[config.mk]
export PLATFORM = sky130hd
export DESIGN_NAME = cont_gray_param
export DESIGN_NICKNAME = d
export VERILOG_FILES = /design/src/rtl/cont_gray_param.sv
export SDC_FILE = /design/constraint.sdc
export NUM_CORES = 1
export LEC_CHECK = 0
export CORE_AREA = 2 2 39 41
export CTS_BUF_LIST = sky130_fd_sc_hd__clkbuf_2
export DETAILED_ROUTE_END_ITERATION = 12
export DIE_AREA = 0 0 41 43
export DONT_BUFFER_PORTS = 1
export GPL_TIMING_DRIVEN = 0
export SYNTH_ARGS = -nofsm -noshare
export SYNTH_HDL_FRONTEND = slang
export SYNTH_SLANG_ARGS = --single-unit
[constraint.sdc]
create_clock -name ck -period 2 [get_ports ck]
set_clock_uncertainty 0.05 [all_clocks]
set_input_delay 0.3 -clock ck [delete_from_list [all_inputs] [get_ports ck]]
set_output_delay 0.3 -clock ck [all_outputs]
set_load 0.01 [all_outputs]
[src/rtl/cont_gray_param.sv]
// Parametrised Gray-code counter over MOD states, centred in the code space.
// Optional up/down direction enabled by defining CONT_GRAY_UPDOWN_EN.
module cont_gray_param #(
  parameter int WIDTH = 3,
  parameter int MOD   = 6
) (
  input  logic             ck,
  input  logic             clr,
  input  logic             en,
  input  logic             dn,
  input  logic             ld,
  input  logic [WIDTH-1:0] d,
  output logic [WIDTH-1:0] a,
  output logic [WIDTH-1:0] idx,
  output logic             tc,
  output logic             err
);

  localparam int OFFSET = ((2 ** WIDTH) - MOD) / 2;

  generate
    if (WIDTH < 2 || WIDTH > 16) begin : g_bad_width
      $error("cont_gray_param: WIDTH out of range");
    end
    if (MOD < 2 || MOD > (2 ** WIDTH)) begin : g_bad_mod
      $error("cont_gray_param: MOD out of range");
    end
  endgenerate

  localparam logic [WIDTH:0]   OFF_W = (WIDTH+1)'(OFFSET);
  localparam logic [WIDTH:0]   MOD_W = (WIDTH+1)'(MOD);
  localparam logic [WIDTH-1:0] LAST  = WIDTH'(MOD - 1);
  localparam logic [WIDTH-1:0] ONE   = WIDTH'(1);
  localparam logic [WIDTH-1:0] A_RST = OFF_W[WIDTH-1:0] ^ OFF_W[WIDTH:1];

  logic [WIDTH-1:0] r_idx;
  logic [WIDTH-1:0] r_a;
  logic             r_err;

  logic             w_dn;
  logic             w_ld_ok;
  logic             w_at_last;
  logic             w_at_zero;
  logic [WIDTH-1:0] w_step;
  logic [WIDTH-1:0] w_nxt_idx;
  logic [WIDTH:0]   w_sum;
  logic [WIDTH-1:0] w_nxt_a;

`ifdef CONT_GRAY_UPDOWN_EN
  assign w_dn = dn;
`else
  logic w_unused_dn;
  assign w_unused_dn = dn;
  assign w_dn        = 1'b0;
`endif

  assign w_ld_ok   = ({1'b0, d} < MOD_W);
  assign w_at_last = (r_idx == LAST);
  assign w_at_zero = (r_idx == '0);

  always_comb begin
    w_step = r_idx;
    if (w_dn)
      w_step = w_at_zero ? LAST : r_idx - ONE;
    else
      w_step = w_at_last ? '0 : r_idx + ONE;
  end

  always_comb begin
    w_nxt_idx = r_idx;
    if (ld) begin
      if (w_ld_ok)
        w_nxt_idx = d;
    end else if (en) begin
      w_nxt_idx = w_step;
    end
  end

  // Gray code of the offset index; sum never overflows WIDTH+1 bits
  assign w_sum   = {1'b0, w_nxt_idx} + OFF_W;
  assign w_nxt_a = w_sum[WIDTH-1:0] ^ w_sum[WIDTH:1];

  always_ff @(posedge ck or posedge clr) begin
    if (clr) begin
      r_idx <= '0;
      r_a   <= A_RST;
      r_err <= 1'b0;
    end else begin
      r_idx <= w_nxt_idx;
      r_a   <= w_nxt_a;
      r_err <= ld & ~w_ld_ok;
    end
  end

  assign a   = r_a;
  assign idx = r_idx;
  assign err = r_err;
  assign tc  = en & ~ld & (w_dn ? w_at_zero : w_at_last);

endmodule

==> results.sh <==
export IMPL_outcome="finished clean"
export IMPL_die_area_um2=1760
export IMPL_io_buffers=0
export IMPL_initial_core_util=0.267
export IMPL_drc=0
export IMPL_yosys_warnings=0
export IMPL_synthSimpleGateAreaFrac=0.210
export IMPL_drive_gt1_frac=0.263
export IMPL_postCtsSetupRepairBufs=0
export IMPL_die_w_um=41
export IMPL_hold_violations=0
export IMPL_path_cells="and3_1 > a211oi_2 > nor2_1 > ha_1 > xnor2_1 > xnor2_2"
export IMPL_drt_iter0_markers=0
export IMPL_placed_area_um2=389
export IMPL_critPathTopFamily="flip-flops"
export IMPL_cts_sinks=7
export IMPL_syn_area_um2=369
export IMPL_synthXorXnorAreaFrac=0.139
export IMPL_crit_arrival_ns=1.96
export IMPL_grt_max_degree=8
export IMPL_routed_wl_um=663
export IMPL_num_antenna_cells=0
export IMPL_synth_top_cell_by_area="dfrtp_1"
export IMPL_max_stage_delay_ns=0.46
export IMPL_cts_buffers=3
export IMPL_vias=264
export IMPL_htreeDepth=1
export IMPL_clkTransAtPathRegs_ns=0.07
export IMPL_synth_top_family_by_area="simple AND/OR/NAND/NOR gates"
export IMPL_final_period_utilization=0.930
export IMPL_crit_type="flip-flop to flip-flop"
export IMPL_core_area_um2=1380
export IMPL_antenna_found_initial=0
export IMPL_crit_path_end_kind="flip-flop"
export IMPL_core_rowCount=14
export IMPL_ios=16
export IMPL_gp_congestion=0.685
export IMPL_reg2reg_to="a[1]"
export IMPL_regToRegStartpoint="idx[0]"
export IMPL_ys_seq_area_frac=0.478
export IMPL_rsz0062_at_grt="false"
export IMPL_final_area_um2=424
export IMPL_wl_per_cell_um=12.3
export IMPL_slew_headroom=0.630
export IMPL_grt_pass1_wl_um=966
export IMPL_ir_drop_mv=0.269
export IMPL_worst_r2r_cell_count=6
export IMPL_path_depth=6
export IMPL_drv_slew=0
export IMPL_crit_path_start_kind="flip-flop"
export IMPL_insertion_delay_ns=0.22
export IMPL_synth_top_area_share=0.407
export IMPL_synth_adder_area_share=0.0339
export IMPL_ys_ff_latch=7
export IMPL_avgSynthCellArea_um2=11.2
export IMPL_cp_slowest_cell="dfrtp_1"
export IMPL_ant_nets=0
export IMPL_syn_inst=33
export IMPL_ys_types=23
export IMPL_fmax_ghz=0.538
export IMPL_dieHeight_um=43
export IMPL_first_pass_iters=1
export IMPL_crit_fanout=4
export IMPL_synthTopCellsByArea="dfrtp_1, dfstp_2, xnor2_1"
export IMPL_setup_violations=0
export IMPL_critPathCapture="a[1]"
export IMPL_syn_to_final_growth_pct=14.9
export IMPL_p_leak_nw=0.181
export IMPL_final_net_count=48
export IMPL_grt_pass1_vias=251
export IMPL_p_per_area_nw_per_um2=1010
export IMPL_startpoint="idx[0]"
export IMPL_tns_ns=0
export IMPL_clock_path_buffers=2
export IMPL_syn_num_nets=42
export IMPL_globalRouteTotalUtil=0.0875
export IMPL_synth_compound_area_frac=0.119
export IMPL_maxCapViolCount=0
export IMPL_dpl_hpwl_um=494
export IMPL_worst_ep_required_time_ns=2.10
export IMPL_worst_slew_pin_slew_ns=0.548
export IMPL_period_minus_slack_ns=1.86
export IMPL_yosys_mux_area_fraction=0
export IMPL_r2r_slack_ns=0.14
export IMPL_cts_tree="yes"
export IMPL_cts_root_buf="clkbuf_2"
export IMPL_grt_overflow_total=0
export IMPL_via_per_inst=4.89
export IMPL_hold_class="input port to flip-flop"
export IMPL_crit_buf_inv=0
==> cell usage in the layout (no fill, tap or decap), drive strengths merged <==
cell,instances
xor2,1
nor2b,1
nor2,3
inv,2
nor3b,1
o41ai,1
o32ai,1
or2,1
and2,1
a32oi,1
clkbuf,4
a211oi,1
a32o,1
nand2,2
ha,1
nor4b,1
nand2b,2
dfrtp,6
and3,1
xnor2,4
dlygate4sd3,1
dfstp,1
==> cell type report <==
class / count / area [µm²]
clock buffers: 4 / 20.0
inverters: 2 / 7.51
multi-input cells: 24 / 190
repair buffers: 1 / 10.0
well taps: 16 / 20.0
flip-flops and latches: 7 / 176
fillers: 152 / 960
==> sequential cells by signal (all words and copies together) (netlist names) <==
name,count
a,3
err,1
idx,3
==> stage by stage <==
stage                      util  power [mW]  instances  hold WS (ns)  setup slack (ns)
final                     0.307       0.427         54         0.157             0.140
after CTS                 0.303       0.433         54         0.139            0.0776
after detailed placement  0.281       0.328         49        0.0865             0.102
after global placement    0.281       0.327         49        0.0759            0.0614
after floorplan               -       0.311         33        0.0527             0.214
after global routing      0.307       0.458         54         0.146            0.0531
==> Yosys cell counts, drive strengths merged <==
cell / number
a211oi: 1
a32o: 1
a32oi: 1
and2: 1
and3: 1
dfrtp: 6
dfstp: 1
ha: 1
inv: 2
nand2: 2
nand2b: 2
nor2: 3
nor2b: 1
nor3b: 1
nor4b: 1
o32ai: 1
o41ai: 1
or2: 1
xnor2: 4
xor2: 1
==> worst min-delay path by stage <==
stage | from | end | cells past startpoint
floorplan | clr | a[1] | 1
global placement | clr | err | 1
detailed placement | clr | err | 1
CTS | ld | err | 2
global route | ld | err | 2
finish | ld | err | 2
==> worst register-to-register path, stage by stage, from the launching register on <==
cell and delay, ns:
dfrtp_1 0.46, and3_1 0.19, a211oi_2 0.23, nor2_1 0.13, ha_1 0.35, xnor2_1 0.25, xnor2_2 0.13
==> report_power, final <==
part / internal, mW / switching, mW
Sequential: 0.184 / 0.0403
Clock: 0.0532 / 0.0483
Combinational: 0.0559 / 0.0453
Total: 0.293 / 0.134
==> repair_timing <==
| action | in CTS | in global routing |
|---|---|---|
| endpoints found under the hold margin | 6 | 0 |
| resized for setup | 0 | 1 |
| hold buffers | 1 | 0 |
| endpoints found under the setup margin | 0 | 1 |
==> cell families after synthesis <==
family / count (synthesis)
AND/OR/NAND/NOR: 13
buffers and inverters: 2
flip-flops: 7
adder cells (fa/ha/maj): 1
XOR/XNOR: 5
AO/OA/AOI/OAI: 5
==> layer usage <==
| metal | wire (µm) | part of all wire | global-route usage |
|---|---|---|---|
| met3 | 49 | 0.074 | 0.0471 |
| met4 | 0 | 0 | 0.0600 |
| met2 | 368 | 0.56 | 0.128 |
| met5 | 0 | 0 | 0 |
| met1 | 245 | 0.37 | 0.0906 |
Power figures use the tool's default switching activity.
